File: src/rtl/octree_cmd_sequencer_pkg.sv
// Shared Octree command types: ctrl/op_done codes and the queued command record.
// Latency: n/a (types and constants only).
// Backpressure: n/a.
package octree_pkg;

  // 3*TREE_LEVEL + clog2(TREE_LEVEL) with TREE_LEVEL = 4
  localparam int ENCODE_ADDR_WIDTH = 14;

  typedef enum logic [1:0] {
    CTRL_IDLE   = 2'd0,
    CTRL_SEARCH = 2'd1,
    CTRL_ADD    = 2'd2,
    CTRL_DEL    = 2'd3
  } ctrl_e;

  typedef enum logic [1:0] {
    OP_IDLE        = 2'd0,
    OP_SEARCH_DONE = 2'd1,
    OP_ADD_DONE    = 2'd2,
    OP_DEL_DONE    = 2'd3
  } op_done_e;

  typedef struct packed {
    logic [ENCODE_ADDR_WIDTH-1:0] pos_encode;
    ctrl_e                        ctrl;
    logic [3:0]                   tree_num;
  } octree_cmd_t;

endpackage

File: src/rtl/octree_cmd_sequencer_if.sv
// Command push channel from the CSR front end into the sequencer queue.
// Latency: n/a (wires only).
// Backpressure: cmd_ready low means the queue is full and cmd_valid is ignored.
interface octree_cmd_sequencer_if
  import octree_pkg::*;
#(
  parameter int EAW = ENCODE_ADDR_WIDTH
);
  logic           cmd_valid;
  logic           cmd_ready;
  logic [EAW-1:0] cmd_pos_encode;
  logic [1:0]     cmd_ctrl;
  logic [3:0]     cmd_tree_num;

  modport master (
    output cmd_valid, cmd_pos_encode, cmd_ctrl, cmd_tree_num,
    input  cmd_ready
  );

  modport slave (
    input  cmd_valid, cmd_pos_encode, cmd_ctrl, cmd_tree_num,
    output cmd_ready
  );
endinterface

File: src/rtl/octree_cmd_sequencer_fifo.sv
// Synchronous FIFO of octree_cmd_t; DEPTH must be a power of two (pointers wrap freely).
// Latency: a pushed entry is visible at dout_o the cycle after the push edge.
// Backpressure: full_o blocks pushes (even with a simultaneous pop); pop on empty is ignored.
module octree_cmd_fifo
  import octree_pkg::*;
#(
  parameter int DEPTH = 4
) (
  input  logic                   clk_i,
  input  logic                   rstn_i,
  input  logic                   push_i,
  input  octree_cmd_t            din_i,
  output logic                   full_o,
  input  logic                   pop_i,
  output octree_cmd_t            dout_o,
  output logic                   empty_o,
  output logic [$clog2(DEPTH):0] count_o
);
  localparam int AW = $clog2(DEPTH);

  octree_cmd_t   mem_q [DEPTH];
  logic [AW-1:0] wr_ptr_q;
  logic [AW-1:0] rd_ptr_q;
  logic [AW:0]   count_q;
  logic          do_push;
  logic          do_pop;

  assign full_o  = (count_q == (AW+1)'(DEPTH));
  assign empty_o = (count_q == '0);
  assign do_push = push_i && !full_o;
  assign do_pop  = pop_i && !empty_o;
  assign dout_o  = mem_q[rd_ptr_q];
  assign count_o = count_q;

  // Storage is data only, so it carries no reset.
  always_ff @(posedge clk_i) begin
    if (do_push) mem_q[wr_ptr_q] <= din_i;
  end

  // Pointers and occupancy; simultaneous push+pop leaves count unchanged.
  always_ff @(posedge clk_i or negedge rstn_i) begin
    if (!rstn_i) begin
      wr_ptr_q <= '0;
      rd_ptr_q <= '0;
      count_q  <= '0;
    end else begin
      if (do_push) wr_ptr_q <= wr_ptr_q + 1'b1;
      if (do_pop)  rd_ptr_q <= rd_ptr_q + 1'b1;
      case ({do_push, do_pop})
        2'b10:   count_q <= count_q + 1'b1;
        2'b01:   count_q <= count_q - 1'b1;
        default: count_q <= count_q;
      endcase
    end
  end
endmodule

File: src/rtl/octree_cmd_sequencer.sv
// Queues Octree search/add/delete commands and runs them one at a time against the core CSRs.
// Latency: push at cycle 0 into an idle block puts ctrl on the core at cycle 2.
// Backpressure: cmd_ready drops when the queue is full; the core is paced by op_done/received_done.
module octree_cmd_sequencer
  import octree_pkg::*;
#(
  // Must match the package width used by octree_cmd_t.
  parameter int                   ENCODE_ADDR_WIDTH = octree_pkg::ENCODE_ADDR_WIDTH,
  parameter int                   FIFO_DEPTH        = 4,
  parameter int                   TIMEOUT_W         = 16,
  parameter logic [TIMEOUT_W-1:0] TIMEOUT_CYCLES    = 16'hFFFF
) (
  input  logic                          clk_i,
  input  logic                          rstn_i,
  octree_cmd_sequencer_if.slave         cmd,
  output logic [ENCODE_ADDR_WIDTH-1:0]  core_pos_encode_o,
  output logic [1:0]                    core_ctrl_o,
  output logic [3:0]                    core_tree_num_o,
  input  logic [1:0]                    core_op_done_i,
  output logic                          core_received_done_o,
  output logic                          busy_o,
  output logic [$clog2(FIFO_DEPTH):0]   fifo_count_o,
  output logic [15:0]                   done_cnt_o,
  output logic [1:0]                    last_done_o,
  output logic                          err_timeout_o,
  output logic                          err_mismatch_o,
  input  logic                          err_clr_i
);
  localparam logic [2:0] IDLE  = 3'd0;
  localparam logic [2:0] ISSUE = 3'd1;
  localparam logic [2:0] WAIT  = 3'd2;
  localparam logic [2:0] ACK   = 3'd3;
  localparam logic [2:0] DRAIN = 3'd4;

  localparam logic [TIMEOUT_W-1:0] WD_LAST = TIMEOUT_CYCLES - 1'b1;

  logic [2:0]           state_q;
  octree_cmd_t          cmd_q;
  logic [TIMEOUT_W-1:0] wd_q;
  logic                 timed_out_q;
  logic [1:0]           last_done_q;
  logic [15:0]          done_cnt_q;
  logic                 err_timeout_q;
  logic                 err_mismatch_q;

  octree_cmd_t fifo_din;
  octree_cmd_t fifo_dout;
  logic        fifo_full;
  logic        fifo_empty;
  logic        fifo_pop;
  logic        on_core;
  logic        mismatch_set;
  logic        timeout_set;

  assign fifo_din.pos_encode = cmd.cmd_pos_encode;
  assign fifo_din.ctrl       = ctrl_e'(cmd.cmd_ctrl);
  assign fifo_din.tree_num   = cmd.cmd_tree_num;
  assign cmd.cmd_ready       = !fifo_full;

  // Exactly one entry leaves the queue per IDLE visit (no-ops included).
  assign fifo_pop = (state_q == IDLE) && !fifo_empty;

  octree_cmd_fifo #(
    .DEPTH (FIFO_DEPTH)
  ) u_fifo (
    .clk_i   (clk_i),
    .rstn_i  (rstn_i),
    .push_i  (cmd.cmd_valid),
    .din_i   (fifo_din),
    .full_o  (fifo_full),
    .pop_i   (fifo_pop),
    .dout_o  (fifo_dout),
    .empty_o (fifo_empty),
    .count_o (fifo_count_o)
  );

  // ctrl is decoded from state so an async reset removes it from the core at once;
  // pos/tree come straight from cmd_q, which only ever holds issued commands.
  assign on_core              = (state_q == ISSUE) || (state_q == WAIT);
  assign core_ctrl_o          = on_core ? cmd_q.ctrl : 2'd0;
  assign core_pos_encode_o    = cmd_q.pos_encode;
  assign core_tree_num_o      = cmd_q.tree_num;
  assign core_received_done_o = (state_q == ACK);
  assign busy_o               = (state_q != IDLE) || !fifo_empty;
  assign done_cnt_o           = done_cnt_q;
  assign last_done_o          = last_done_q;
  assign err_timeout_o        = err_timeout_q;
  assign err_mismatch_o       = err_mismatch_q;

  assign mismatch_set = (state_q == WAIT) && (core_op_done_i != 2'd0) &&
                        (core_op_done_i != cmd_q.ctrl);
  assign timeout_set  = (state_q == WAIT) && (core_op_done_i == 2'd0) && (wd_q == WD_LAST);

  // Sequencer FSM with command register, watchdog and completion status.
  always_ff @(posedge clk_i or negedge rstn_i) begin
    if (!rstn_i) begin
      state_q     <= IDLE;
      cmd_q       <= '0;
      wd_q        <= '0;
      timed_out_q <= 1'b0;
      last_done_q <= 2'd0;
      done_cnt_q  <= 16'd0;
    end else begin
      case (state_q)
        IDLE: begin
          if (!fifo_empty && (fifo_dout.ctrl != CTRL_IDLE)) begin
            cmd_q   <= fifo_dout;
            state_q <= ISSUE;
          end
        end
        ISSUE: begin
          wd_q        <= '0;
          timed_out_q <= 1'b0;
          state_q     <= WAIT;
        end
        WAIT: begin
          if (core_op_done_i != 2'd0) begin
            state_q <= ACK;
          end else if (wd_q == WD_LAST) begin
            timed_out_q <= 1'b1;
            state_q     <= ACK;
          end else begin
            wd_q <= wd_q + 1'b1;
          end
        end
        ACK: begin
          last_done_q <= timed_out_q ? 2'd0 : core_op_done_i;
          if (!timed_out_q) done_cnt_q <= done_cnt_q + 16'd1;
          state_q <= DRAIN;
        end
        DRAIN: begin
          if (core_op_done_i == 2'd0) state_q <= IDLE;
        end
        default: state_q <= IDLE;
      endcase
    end
  end

  // Sticky error flags; a new event in the same cycle as err_clr_i keeps the flag set.
  always_ff @(posedge clk_i or negedge rstn_i) begin
    if (!rstn_i) begin
      err_timeout_q  <= 1'b0;
      err_mismatch_q <= 1'b0;
    end else begin
      if (timeout_set)    err_timeout_q <= 1'b1;
      else if (err_clr_i) err_timeout_q <= 1'b0;
      if (mismatch_set)   err_mismatch_q <= 1'b1;
      else if (err_clr_i) err_mismatch_q <= 1'b0;
    end
  end
endmodule

File: src/flat_wrapper.sv
// flat-port wrapper written by rule: the top's interface ports become plain ports
module octree_cmd_sequencer_flat import octree_pkg::*;
#(
                                                       
  parameter int                   ENCODE_ADDR_WIDTH = octree_pkg::ENCODE_ADDR_WIDTH,
  parameter int                   FIFO_DEPTH        = 4,
  parameter int                   TIMEOUT_W         = 16,
  parameter logic [TIMEOUT_W-1:0] TIMEOUT_CYCLES    = 16'hFFFF
)
  (clk_i, rstn_i, core_pos_encode_o, core_ctrl_o, core_tree_num_o, core_op_done_i, core_received_done_o, busy_o, fifo_count_o, done_cnt_o, last_done_o, err_timeout_o, err_mismatch_o, err_clr_i, cmd_cmd_valid, cmd_cmd_pos_encode, cmd_cmd_ctrl, cmd_cmd_tree_num, cmd_cmd_ready);
  octree_cmd_sequencer_if #(.EAW(14)) cmd_i ();
  input  logic clk_i;
  input  logic rstn_i;
  output logic [ENCODE_ADDR_WIDTH-1:0] core_pos_encode_o;
  output logic [1:0] core_ctrl_o;
  output logic [3:0] core_tree_num_o;
  input  logic [1:0] core_op_done_i;
  output logic core_received_done_o;
  output logic busy_o;
  output logic [$clog2(FIFO_DEPTH):0] fifo_count_o;
  output logic [15:0] done_cnt_o;
  output logic [1:0] last_done_o;
  output logic err_timeout_o;
  output logic err_mismatch_o;
  input  logic err_clr_i;
  input wire logic [$bits(cmd_i.cmd_valid)-1:0] cmd_cmd_valid;
  input wire logic [$bits(cmd_i.cmd_pos_encode)-1:0] cmd_cmd_pos_encode;
  input wire logic [$bits(cmd_i.cmd_ctrl)-1:0] cmd_cmd_ctrl;
  input wire logic [$bits(cmd_i.cmd_tree_num)-1:0] cmd_cmd_tree_num;
  output wire logic [$bits(cmd_i.cmd_ready)-1:0] cmd_cmd_ready;
  assign cmd_i.cmd_valid = cmd_cmd_valid;
  assign cmd_i.cmd_pos_encode = cmd_cmd_pos_encode;
  assign cmd_i.cmd_ctrl = cmd_cmd_ctrl;
  assign cmd_i.cmd_tree_num = cmd_cmd_tree_num;
  assign cmd_cmd_ready = cmd_i.cmd_ready;
  octree_cmd_sequencer #(.ENCODE_ADDR_WIDTH(ENCODE_ADDR_WIDTH), .FIFO_DEPTH(FIFO_DEPTH), .TIMEOUT_W(TIMEOUT_W), .TIMEOUT_CYCLES(TIMEOUT_CYCLES)) u_core (.clk_i(clk_i), .rstn_i(rstn_i), .cmd(cmd_i), .core_pos_encode_o(core_pos_encode_o), .core_ctrl_o(core_ctrl_o), .core_tree_num_o(core_tree_num_o), .core_op_done_i(core_op_done_i), .core_received_done_o(core_received_done_o), .busy_o(busy_o), .fifo_count_o(fifo_count_o), .done_cnt_o(done_cnt_o), .last_done_o(last_done_o), .err_timeout_o(err_timeout_o), .err_mismatch_o(err_mismatch_o), .err_clr_i(err_clr_i));
endmodule
File: config.mk
export PLATFORM = sky130hd
export DESIGN_NAME = octree_cmd_sequencer_flat
export DESIGN_NICKNAME = d
export VERILOG_FILES = /design/src/rtl/octree_cmd_sequencer_pkg.sv /design/src/rtl/octree_cmd_sequencer_if.sv /design/src/rtl/octree_cmd_sequencer_fifo.sv /design/src/rtl/octree_cmd_sequencer.sv /design/src/flat_wrapper.sv
export SDC_FILE = /design/constraint.sdc
export NUM_CORES = 1
export LEC_CHECK = 0
export CELL_PAD_IN_SITES_DETAIL_PLACEMENT = 1
export CELL_PAD_IN_SITES_GLOBAL_PLACEMENT = 1
export CORE_ASPECT_RATIO = 0.5
export CORE_MARGIN = 2
export CORE_UTILIZATION = 47
export DETAILED_ROUTE_END_ITERATION = 8
export GPL_TIMING_DRIVEN = 0
export MAX_ROUTING_LAYER = met4
export PLACE_DENSITY_LB_ADDON = 0.1
export SLEW_MARGIN = 10
export SYNTH_ARGS = -nofsm -noshare
export SYNTH_HDL_FRONTEND = slang
export SYNTH_SLANG_ARGS = --single-unit
File: constraint.sdc
create_clock -name clk_i -period 2.86 [get_ports clk_i]
set_input_delay 0.572 -clock clk_i [delete_from_list [all_inputs] [get_ports clk_i]]
set_output_delay 0.572 -clock clk_i [all_outputs]
set_load 0.005 [all_outputs]
-- After elaboration in Yosys (flattened, before gate mapping)
Memory sizes are Yosys's and may differ from the RTL's.
Cells that the tools add are included.
- register bits: 67
- bits in writable memories: 80
- input bits: 26
- output and inout port bits: 46
- logic and storage cells: 82
- memories kept: 1
- $add $sub $neg: 6
- equal/unequal tests: 15
- multiplexer cells: 19
- bitwise logic cells: 1
- reductions and logical operators: 27
- memory list (memory ; words ; width ; read ports ; clocked after memory_dff ; wr ports ; RTL line ; RTL):
    u_core.u_fifo.mem_q ; 4 ; 20 ; 1 ; 0 ; 1 ; octree_cmd_sequencer_fifo.sv:21 ; octree_cmd_t mem_q [DEPTH];
- operators with widths (cell ; count):
    $add A16 B1 Y16 const B ; 2
    $mux W16 ; 2
    $pmux W16 S2 ; 1
    $eq A16 B16 Y1 const B ; 1
    $pmux W3 S5 ; 1
    $mux W3 ; 4
    $reduce_bool A2 Y1 ; 6
    $reduce_and A3 Y1 ; 3
    $logic_and A1 B1 Y1 ; 8
    $ne A2 B2 Y1 const B ; 4
    $mux W1 ; 7
    $eq A3 B2 Y1 const B ; 2
    $eq A3 B3 Y1 const B ; 2
    $logic_not A3 Y1 ; 2
    $pmux W3 S2 ; 1
    $add A2 B1 Y2 const B ; 2
    $mux W2 ; 2
    $reduce_and A2 Y1 ; 2
    $add A3 B1 Y3 const B ; 1
    $eq A3 B1 Y1 const B ; 1
    $ne A3 B3 Y1 const B ; 1
    $reduce_bool A3 Y1 ; 1
    $sub A3 B1 Y3 const B ; 1
    $eq A2 B1 Y1 const B ; 1
    other kinds (8) ; 10

-- Depth between registers and ports, before layout
- depth in word-level cells: 6
- depth in mapped cells: 10
- gate-level depth less buffers: 10

-- Cells and area by module
A second synthesis with hierarchy kept.
- cell total of the unflattened synthesis: 401
- area total of the unflattened synthesis: 6183.4 µm²
- modules (own cells, without submodules) (module ; times used ; cells an instance ; area an instance (µm²) ; seq. area each (µm²)):
    octree_cmd_fifo ; 1 ; 141 ; 3331.9 ; 2577.5
    octree_cmd_sequencer ; 1 ; 260 ; 2851.5 ; 1501.4

-- Worst setup path before layout
OpenSTA, ideal clock, no wires.
- path kind: flip-flop to flip-flop
- start: register u_core.state_q[0]
- end: register u_core.u_fifo.count_q[2], in the netlist u_core.u_fifo.count_o[2]
- setup time: 0.079 ns
- arrival: 1.995 ns
- required time: 2.781 ns
- setup slack: 0.786 ns
- cell stages (with the launch flop): 11
- path buffers: 2
- period minus slack after synthesis: 2.074 ns
- cell sequence: dfrtp_1 -> buf_2 -> nor3_1 -> nor2b_1 -> buf_4 -> ha_1 -> inv_1 -> fa_1 -> xor2_1 -> nor2_1 -> xor2_1
- cells in the longest elaborated chain, start to end: 5
- elaborated cells on any way between the ends: 7
- classes of those cells: 2 x eq/ne; 1 x mux; 4 x reduce/logical
- RTL lines (item ; RTL line ; RTL):
    start, declared ; octree_cmd_sequencer.sv:37 ; logic [2:0] state_q;
    start signal, assigned ; octree_cmd_sequencer.sv:97 ; state_q <= IDLE;
    start signal, assigned ; octree_cmd_sequencer.sv:108 ; state_q <= ISSUE;
    start signal, assigned ; octree_cmd_sequencer.sv:114 ; state_q <= WAIT;
    $logic_not A3 Y1 * ; octree_cmd_sequencer.sv:61 ; assign fifo_pop = (state_q == IDLE) && !fifo_empty;
    $logic_and A1 B1 Y1 * ; octree_cmd_sequencer.sv:61 ;
    $logic_and A1 B1 Y1 * ; octree_cmd_sequencer_fifo.sv:31 ; assign do_pop = pop_i && !empty_o;
    net u_core.u_fifo.do_pop ; octree_cmd_sequencer_fifo.sv:26 ; logic do_pop;
    $eq A2 B1 Y1 / $eq A2 B2 Y1 (equally long branches) ; octree_cmd_sequencer_fifo.sv:49 ; case ({do_push, do_pop})
    $pmux W3 S2 / $reduce_bool A2 Y1 (equally long branches) ; - ;
    end signal, assigned ; octree_cmd_sequencer_fifo.sv:50 ; 2'b10: count_q <= count_q + 1'b1;
    end signal, assigned ; octree_cmd_sequencer_fifo.sv:51 ; 2'b01: count_q <= count_q - 1'b1;
    end signal, assigned ; octree_cmd_sequencer_fifo.sv:52 ; default: count_q <= count_q;
    end, declared ; octree_cmd_sequencer_fifo.sv:24 ; logic [AW:0] count_q;
Mark *: on every way through the listed nets, which the timed path passes. The rest lies on a longest branch.
A chain may end at the register's enable or synchronous reset.

-- Worst setup path in the final report
- start: register u_core.state_q[2]
- end: output port core_received_done_o
- cells in the longest elaborated chain, start to end: 1
- RTL lines (item ; RTL line ; RTL):
    $eq A3 B2 Y1 ; octree_cmd_sequencer.sv:83 ; assign core_received_done_o = (state_q == ACK);
    end, declared ; flat_wrapper.sv:18 ; output logic core_received_done_o;
Every way passes these cells.

==> metrics <==
Max Slew Vio Count=0; min-delay worst type=input port to asynchronous set/reset pin; Clock power frac=28.4%; r2r setup slk=0.53 ns; max-cap violations=0; stages on the worst setup path=4; Synth area leaders=edfxtp_1 38%, dfrtp_1 27%, mux4_2 7.2%, mux2_1 3.2%, buf_4 2.4%; slowest cell on the critical path=clkdlybuf4s50_1; NumNets Final=537; reg2reg path depth=10; ant diodes=0; DRT Wirelength=12900 um; Final HPWL DP=8470 um; Via density=5.43; number of synthesized flops with an enable pin=80; status=finished, violations left; endpoints failing hold=0; Die ar.=14300 um^2; synth cell count leaders=80 x edfxtp_1, 67 x dfrtp_1, 27 x nand2_1, 20 x buf_4, 20 x mux4_2; Mean Syn Cell Area=15.3 um^2; slew margin rel.=23.3%; CTS sink count=147; Mapped Cells=411; CORE AREA=12800 um^2; launching point of the worst reg2reg path=u_core.state_q[0]; delay-heaviest family, CP=buffers and inverters; combinational fraction of design power=32.7%; Area after DPL=7210 um^2; area grow syn2layout=24.4%; Final Hold Slack=0.108 ns; sequential share of power=38.9%; crit path max fanout=10; Async S/R FF share, synth=45.6%; Die W=167 um; WS Path Type=register to primary output; peak supply drop=0.000495 V; Int Power=5460 uW; DR vias=3721; # resized after CTS=0; proportion of layout cells with a drive suffix above 1=17.1%; Finished Cell Area=7800 um^2; DIE HEIGHT=85.7 um; Least-Margin Pin Slew=1.15 ns; dominant synthesized flop cell=edfxtp_1; CP arrival=1.89 ns; drt drc=3; Final GP Congestion=0.755; switching pwr=2440 uW; first-pass GRT wire length=21600 um; First-pass DRT Iterations=6; CP bufs+invs=3; Synth top area share=38.3%; clock network latency to the later pin of the worst-skew pair=0.42 ns; # IOs=72; delay of the slowest cell on the worst path=0.50 ns; depth of the CTS H-tree=4; CP Cell Sequence=buf_2 -> nand3b_1 -> inv_1 -> clkdlybuf4s50_1; power per cell area=1010 nW/um^2; cts bufs inserted=17; count leader, synth=edfxtp_1; Cell variety after synth=51; Rows=29; cts hold-fix bufs=0; crit path capture type=primary output; clk buf depth=2; Critical Path Source=u_core.state_q[2]; Final min period=2.46 ns; Post-Syn Area=6270 um^2; failing checks=design-rule violations; post-detailed-route count of antenna-violating nets=0; largest net degree at the start of global routing=35; Tot GR Track Use=20.5%; switch share=30.9%; highest clock rate=407 MHz; Setup Skew=0.0161 ns; # port buffers=71; Static Leakage=0.00301 uW; RSZ-0062 raised after global routing=false; root buffer cell=clkbuf_16; Final Cycle Share=86.0%; WL/cell=18.8 um; CTS tree=done; antenna violations before repair=0; Clk pin slew, worst setup/hold paths=0.07 ns; syn_nets=446; setup bufs post-CTS=0; Critical Path Start Type=register; vias in the first global route=4006; sequential fraction of the synthesis area=65.0%; initial core utilization=48.8%; Final setup viols=0; crit path to=core_received_done_o; synth warn=0; Seq cells post-synth=147; post-synth top area cell=edfxtp_1; grt ovf=0; 1st-iter DRT viols=204; CP required=2.29 ns; Reg2Reg Capture Point=u_core.u_fifo.count_o[2]
per-stage QoR:
stage               util (%)  total power (uW)  worst slack (ns)  std cells  setup TNS [ns]
floorplan                  -              4680             0.786        411               0
global placement        56.0              5640             -1.39        652          -92.64
detailed placement      56.1              5730             0.400        653               0
CTS                     60.7              8010             0.358        685               0
global route            60.7              8360             0.270        685               0
finish                  60.7              7890             0.401        685               0
cells in the final DEF, fill, tap and decap left out, types with 3 or more instances in the layout:
cell type	count
inv_1	15
buf_4	21
mux2_1	18
edfxtp_1	80
mux4_2	20
o211ai_1	3
buf_2	5
ha_1	8
dfrtp_1	67
xor2_1	8
and4_1	4
nand2_1	27
nand2b_1	4
inv_6	3
clkdlybuf4s50_1	70
nor3_1	13
o31ai_1	3
mux2i_1	12
o21ai_1	4
nand4_1	6
and2_1	3
and3_1	10
nor2_1	7
a21oi_1	4
or4_1	4
xnor2_1	14
clkbuf_16	17
inv_8	7
o21ai_0	6
nand3_1	13
final cells by class:
type	count	area, um^2
fillers	1223	5040
flip-flops and latches	147	4080
multi-input cells	220	1930
repair buffers	72	728
clock buffers	18	429
well taps	170	213
plain buffers	29	201
clock inverters	14	160
inverters	15	56.3
sequential cells by signal (all words and copies together) (netlist names):
register / flops
u_core.core_tree_num_o: 4
u_core.core_pos_encode_o: 14
u_core.u_fifo.wr_ptr_q: 2
u_core.done_cnt_o: 16
u_core.err_timeout_o: 1
u_core.err_mismatch_o: 1
u_core.last_done_o: 2
u_core.u_fifo.rd_ptr_q: 2
u_core.u_fifo.count_o: 3
u_core.u_fifo.mem_q: 80
u_core.cmd_q: 2
u_core.wd_q: 16
u_core.timed_out_q: 1
u_core.state_q: 3
layer usage:
| metal | up-vias | share of wire, % | GRT usage, % | wire, um |
|---|---|---|---|---|
| met3 | 5 | 3.1 | 4.11 | 399 |
| li1 | 1710 | - | - | - |
| met1 | 1943 | 47 | 27.3 | 6090 |
| met2 | 63 | 49 | 32.6 | 6320 |
| met5 | - | 0 | - | 0 |
| met4 | 0 | 0.44 | 5.93 | 56 |
how the worst min path moves through the flow:
stage                                      from  slack (ns)                    end
final                                    rstn_i        0.11  u_core.last_done_o[0]
after global routing                     rstn_i        0.13  u_core.last_done_o[0]
after CTS                                rstn_i        0.11  u_core.last_done_o[0]
after detailed placement  u_core.done_cnt_o[15]        0.46  u_core.done_cnt_o[15]
after global placement    u_core.done_cnt_o[15]        0.46  u_core.done_cnt_o[15]
after floorplan                          rstn_i        0.28        u_core.cmd_q[4]
logic make-up after synthesis:
group | after synthesis | synth area share (%)
flip-flops | 147 | 65.0
multiplexers | 52 | 12.7
AND/OR/NAND/NOR | 110 | 10.4
XOR/XNOR | 22 | 3.07
buffers and inverters | 44 | 4.11
AO/OA/AOI/OAI | 27 | 2.75
adder cells (fa/ha/maj) | 9 | 1.92
power by group through the flow:
stage / Clock (uW) / Sequential, uW / Combinational, uW
after floorplan: 0 / 3020 / 1660
after global placement: 0 / 3080 / 2560
after detailed placement: 0 / 3110 / 2620
after CTS: 2290 / 3080 / 2640
after global routing: 2380 / 3140 / 2840
final: 2240 / 3070 / 2580
(Power assumes the default switching activity.)
